## src/rtl/lane_reorder_ctrl.sv

```systemverilog
// rtl/lane_reorder_ctrl.sv - RX PCS lane-reorder sequencer building the logical-to-physical selector map
//
// Ports:
//   i_clock          clock
//   i_reset          synchronous, active-high reset
//   i_enable         block enable; low returns to IDLE and holds outputs
//   i_am_lock        per-physical-lane AM lock, MSB = physical lane 0
//   i_phy_lane_ids   logical ID per physical lane, {phy_0,...,phy_N-1}
//   o_lane_ids       physical-lane selector per logical lane, {sel_log_0,...,sel_log_N-1}
//   o_reorder_done   one-cycle strobe when a new valid map is loaded
//   o_reorder_ok     level, map valid and in use
//   o_dup_error      level, a logical ID was reported by more than one physical lane
//   o_range_error    level, a reported ID is >= N_LANES
//   o_missing_error  level, some logical ID was not reported
module lane_reorder_ctrl #(
  parameter int N_LANES   = 20,
  parameter int NB_ID     = $clog2(N_LANES),
  parameter int NB_ID_BUS = NB_ID * N_LANES
) (
  input  logic                 i_clock,
  input  logic                 i_reset,
  input  logic                 i_enable,
  input  logic [N_LANES-1:0]   i_am_lock,
  input  logic [NB_ID_BUS-1:0] i_phy_lane_ids,
  output logic [NB_ID_BUS-1:0] o_lane_ids,
  output logic                 o_reorder_done,
  output logic                 o_reorder_ok,
  output logic                 o_dup_error,
  output logic                 o_range_error,
  output logic                 o_missing_error
);

  typedef enum logic [2:0] {
    ST_IDLE,
    ST_BUILD,
    ST_CHECK,
    ST_DONE,
    ST_ERROR
  } state_t;

  localparam logic [NB_ID-1:0] CNT_LAST = NB_ID'(N_LANES - 1);
  // One bit wider than an ID so N_LANES itself is representable for the range compare.
  localparam logic [NB_ID:0]   ID_LIMIT = (NB_ID + 1)'(N_LANES);

  state_t state_q, state_d;

  // Packed arrays are indexed so that element [N_LANES-1-k] is entry k,
  // matching the MSB-first bus ordering of both the input and the output.
  logic [N_LANES-1:0][NB_ID-1:0] shadow_q, shadow_d;
  logic [N_LANES-1:0][NB_ID-1:0] table_q, table_d;
  logic [N_LANES-1:0][NB_ID-1:0] lane_ids_q, lane_ids_d;
  logic [N_LANES-1:0]            seen_q, seen_d;
  logic [NB_ID-1:0]              cnt_q, cnt_d;
  logic                          range_q, range_d;
  logic                          dup_q, dup_d;
  logic                          done_q, done_d;
  logic                          ok_q, ok_d;
  logic                          dup_err_q, dup_err_d;
  logic                          range_err_q, range_err_d;
  logic                          miss_err_q, miss_err_d;

  logic                          start;
  logic [NB_ID-1:0]              cur_id;
  logic                          id_in_range;
  logic [NB_ID-1:0]              slot;
  logic                          missing;
  logic                          map_err;

  // Running requires enable and lock on every lane; losing either aborts or re-arms.
  assign start       = i_enable && (&i_am_lock);
  assign cur_id      = shadow_q[CNT_LAST - cnt_q];
  assign id_in_range = ({1'b0, cur_id} < ID_LIMIT);
  assign slot        = CNT_LAST - cur_id;
  assign missing     = ~(&seen_q);
  assign map_err     = range_q || dup_q || missing;

  always_ff @(posedge i_clock) begin
    if (i_reset) begin
      state_q     <= ST_IDLE;
      shadow_q    <= '0;
      table_q     <= '0;
      lane_ids_q  <= '0;
      seen_q      <= '0;
      cnt_q       <= '0;
      range_q     <= 1'b0;
      dup_q       <= 1'b0;
      done_q      <= 1'b0;
      ok_q        <= 1'b0;
      dup_err_q   <= 1'b0;
      range_err_q <= 1'b0;
      miss_err_q  <= 1'b0;
    end else begin
      state_q     <= state_d;
      shadow_q    <= shadow_d;
      table_q     <= table_d;
      lane_ids_q  <= lane_ids_d;
      seen_q      <= seen_d;
      cnt_q       <= cnt_d;
      range_q     <= range_d;
      dup_q       <= dup_d;
      done_q      <= done_d;
      ok_q        <= ok_d;
      dup_err_q   <= dup_err_d;
      range_err_q <= range_err_d;
      miss_err_q  <= miss_err_d;
    end
  end

  always_comb begin
    state_d = state_q;
    case (state_q)
      ST_IDLE:  if (start) state_d = ST_BUILD;
      ST_BUILD: begin
        if (!start)                 state_d = ST_IDLE;
        else if (cnt_q == CNT_LAST) state_d = ST_CHECK;
      end
      ST_CHECK: begin
        if (!start)       state_d = ST_IDLE;
        else if (map_err) state_d = ST_ERROR;
        else              state_d = ST_DONE;
      end
      ST_DONE:  if (!start) state_d = ST_IDLE;
      ST_ERROR: if (!start) state_d = ST_IDLE;
      default:  state_d = ST_IDLE;
    endcase
  end

  always_comb begin
    shadow_d    = shadow_q;
    table_d     = table_q;
    lane_ids_d  = lane_ids_q;
    seen_d      = seen_q;
    cnt_d       = cnt_q;
    range_d     = range_q;
    dup_d       = dup_q;
    done_d      = 1'b0;
    ok_d        = ok_q;
    dup_err_d   = dup_err_q;
    range_err_d = range_err_q;
    miss_err_d  = miss_err_q;
    case (state_q)
      ST_IDLE: begin
        if (start) begin
          shadow_d = i_phy_lane_ids;
          seen_d   = '0;
          cnt_d    = '0;
          range_d  = 1'b0;
          dup_d    = 1'b0;
        end
      end
      ST_BUILD: begin
        if (start) begin
          // First writer of a logical ID wins; later claimants only flag a duplicate.
          if (!id_in_range) begin
            range_d = 1'b1;
          end else if (seen_q[slot]) begin
            dup_d = 1'b1;
          end else begin
            table_d[slot] = cnt_q;
            seen_d[slot]  = 1'b1;
          end
          if (cnt_q != CNT_LAST) cnt_d = cnt_q + NB_ID'(1);
        end
      end
      ST_CHECK: begin
        if (start) begin
          if (!map_err) begin
            lane_ids_d = table_q;
            done_d     = 1'b1;
            ok_d       = 1'b1;
          end else begin
            dup_err_d   = dup_q;
            range_err_d = range_q;
            miss_err_d  = missing;
          end
        end
      end
      ST_DONE: begin
        if (!start) ok_d = 1'b0;
      end
      ST_ERROR: begin
        if (!start) begin
          dup_err_d   = 1'b0;
          range_err_d = 1'b0;
          miss_err_d  = 1'b0;
        end
      end
      default: ;
    endcase
  end

  assign o_lane_ids      = lane_ids_q;
  assign o_reorder_done  = done_q;
  assign o_reorder_ok    = ok_q;
  assign o_dup_error     = dup_err_q;
  assign o_range_error   = range_err_q;
  assign o_missing_error = miss_err_q;

endmodule

```

## config.mk

```make
export PLATFORM = sky130hd
export DESIGN_NAME = lane_reorder_ctrl
export DESIGN_NICKNAME = d
export VERILOG_FILES = /design/src/rtl/lane_reorder_ctrl.sv
export SDC_FILE = /design/constraint.sdc
export NUM_CORES = 1
export LEC_CHECK = 0
export ABC_AREA = 1
export CORE_MARGIN = 4
export CORE_UTILIZATION = 50
export DETAILED_ROUTE_END_ITERATION = 6
export GPL_TIMING_DRIVEN = 0
export PLACE_DENSITY = 0.71
export SLEW_MARGIN = 20
export SYNTH_ARGS = -nofsm -noshare
export SYNTH_HDL_FRONTEND = slang
export SYNTH_SLANG_ARGS = --single-unit
```

## constraint.sdc

```tcl
create_clock -name i_clock -period 5.6 [get_ports i_clock]
set_clock_uncertainty 0.1 [all_clocks]
set_input_delay 0.84 -clock i_clock [delete_from_list [all_inputs] [get_ports i_clock]]
set_output_delay 0.84 -clock i_clock [all_outputs]
set_load 0.02 [all_outputs]
```

==> run summary <==
# hold bufs at CTS -> 0
Core footprint -> 27900 um^2
Synthesized area per cell -> 7.39 um^2
Critical Path Start Type -> register
CP max FO -> 10
Die span in x -> 177 um
Pint -> 3.89 mW
CTS root buf -> clkbuf_16
Final setup vio count -> 0
CP required -> 5.96 ns
NetSw -> 1.06 mW
Wire per inst -> 16.4 um
Slowest CP cell -> clkbuf_1
Slew margin rel. -> 0.350
H-tree Lvls -> 2
Total power -> 4.95 mW
RSZ-0062 raised after global routing -> false
Initial DRT Pass Iterations -> 5
Commonest non-fill, non-tap cell in the layout -> dfxtp_1
Multi-input logic area -> 5940 um^2
Post-CTS sizing -> 0
Final HPWL DP -> 30600 um
Clk network pwr share -> 0.477
WP buf/inv -> 8
Initial antenna violation count -> 1
Top cells by area, synth -> dfxtp_1 47%, a21oi_1 9.4%, nand2_1 8.0%
Yosys top cell area share -> 0.470
Max Slew Vio Count -> 0
Sequential share of power -> 0.482
Slowest stage delay, CP -> 0.56 ns
Row cnt -> 61
Arrival time worst endpoint -> 4.59 ns
Nets@finish -> 2323
Area added between synthesis and finish -> 27.5%
Die H -> 177 um
Final Hold Fails -> 0
Synth unique cells -> 44
Congestion Overflow GR -> 0
Max clock buf depth -> 3
Sw frac -> 0.213
CP endpoint kind -> register
# DRC -> 0
Synthesized netlist net count -> 2058
Sequential element share of the synthesized area -> 0.470
Tmin final -> 4.23 ns
Final critical-path share of the clock period -> 0.755
Leading area contributor after synthesis -> dfxtp_1
Initial drt markers -> 1060
Peak supply drop -> 0.224 mV
Max Cap Viol -> 0
Seq. cell area -> 6710 um^2
Share of layout cells above drive strength 1 -> 0.0693
GPL Wtd Cong -> 0.912
Most frequent cells in the layout -> 335 x dfxtp_1, 304 x nand2_1, 269 x a21oi_1
Die ar. -> 31300 um^2
Number of global-route vias before repair -> 12545
TNS Setup -> 0 ns
ANT nets after route -> 0
First-pass GRT wire length -> 66400 um
Port buffer count -> 227
Pleak -> 7.62 nW
Worst path cell trace -> clkbuf_1, inv_1, ha_1, buf_2, nor2_1, inv_1, nor2_4, nand2_1, nand2_2, inv_2, ha_1, nand3b_1, nand2_2, inv_2, nand2_2, o21ai_2, inv_2, buf_12, nand4_4, nand2_1, nand2_1, nor2_1
Diodes inserted -> 0
Pwr dens -> 272 nW/um^2
Synth Instances -> 1931
Clk sinks -> 335
Largest net degree at the start of global routing -> 14
DR vias -> 13328
All-layer global routing usage -> 0.264
I/O pin total -> 228
Clk pin slew, worst setup/hold paths -> 0.06 ns
CTS buffer count -> 36
Largest delay share family, worst path -> simple AND/OR/NAND/NOR gates
Fmax achieved -> 236 MHz
Number of fill cells -> 2495
Status -> completed
Clk_lat worst skew -> 0.52 ns
Postcts setup bufs -> 0
Combinational share of power -> 0.041
Synth Register Bits -> 335
Initial core utilization -> 0.511
Routed WL -> 42600 um
WS Path Type -> register to register
CTS tree -> built
Tightest Pin Transition -> 0.967 ns
Cell area after synthesis -> 14300 um^2
Synth warnings -> 0
Hold Crit Class -> register to register
Vias per cell -> 5.13
## metrics by stage
stage,instances,instance area [um^2],worst slack [ns],hold WS (ns),utilization
6_report,2599,18200,1.37,0.346,0.651
5_1_grt,2599,18200,1.04,0.360,0.651
4_1_cts,2599,18200,1.40,0.342,0.651
3_5_place_dp,2536,17000,1.30,0.333,0.609
3_3_place_gp,2536,17000,1.32,0.330,0.609
2_1_floorplan,1931,14300,2.31,0.320,-
## power by group through the flow
stage                     Sequential, mW  Combinational, mW  Clock, mW
after floorplan                     2.44             0.0767          0
after global placement              2.44              0.197          0
after detailed placement            2.44              0.197          0
after CTS                           2.39              0.200       2.39
after global routing                2.38              0.216       2.50
final                               2.39              0.202       2.36
## final timing paths
| path | from | to | slack (ns) | cells after the start |
|---|---|---|---|---|
| max | cnt_q[3] | table_q[92] | 1.37 | 22 |
| min | shadow_q[4] | shadow_q[4] | 0.35 | 2 |
| max reg2reg | cnt_q[3] | table_q[92] | 1.37 | 22 |
| min reg2reg | shadow_q[4] | shadow_q[4] | 0.35 | 2 |
## tightest hold or removal path: stages, from the launching register on
cell	delay, ns
dfxtp_1	0.31
inv_1	0.05
a21oi_1	0.05
## area by class of cell
type / instances / share of cell area
clock inverters: 7 / 0.00392
multi-input cells: 1217 / 0.327
inverters: 257 / 0.0532
flip-flops and latches: 335 / 0.369
clock buffers: 56 / 0.0610
well taps: 378 / 0.0260
repair buffers: 227 / 0.125
plain buffers: 122 / 0.0356
## routing by layer
metal,part of all wire,vias up,GRT usage
li1,-,6721,-
met1,0.45,6109,0.358
met2,0.46,427,0.436
met3,0.065,71,0.0474
met4,0.024,0,0.0700
met5,0,-,0
## Yosys cell counts, drive strengths merged
master	n
a211oi	3
a21oi	275
dfxtp	335
clkbuf	79
buf	43
nand3	70
nor2	246
nor3	9
a21boi	1
or3	1
nor4	4
or2	1
o31ai	1
nand3b	1
xor2	2
ha	4
inv	256
nand2	313
clkinv	1
o21ai	250
o211ai	5
nand4	29
and3	1
a31o	1
## state kept, by name, indices dropped and copies added, names as in the netlist
register,cells
state_q,3
seen_q,20
o_reorder_done,1
dup_q,1
table_q,100
o_reorder_ok,1
cnt_q,5
o_dup_error,1
range_q,1
shadow_q,100
o_range_error,1
o_lane_ids,100
o_missing_error,1
## kinds of logic (layout without fill, tap and decap cells)
kind of cell    count (synthesis)  in the layout  share of synthesized area
simple gates                  675            675                      0.217
flops                         335            335                      0.470
compound gates                536            536                      0.194
buf+inv                       379            669                      0.113
xor+xnor                        2              2                    0.00175
fa+ha+maj                       4              4                    0.00351
(Power assumes the default switching activity.)
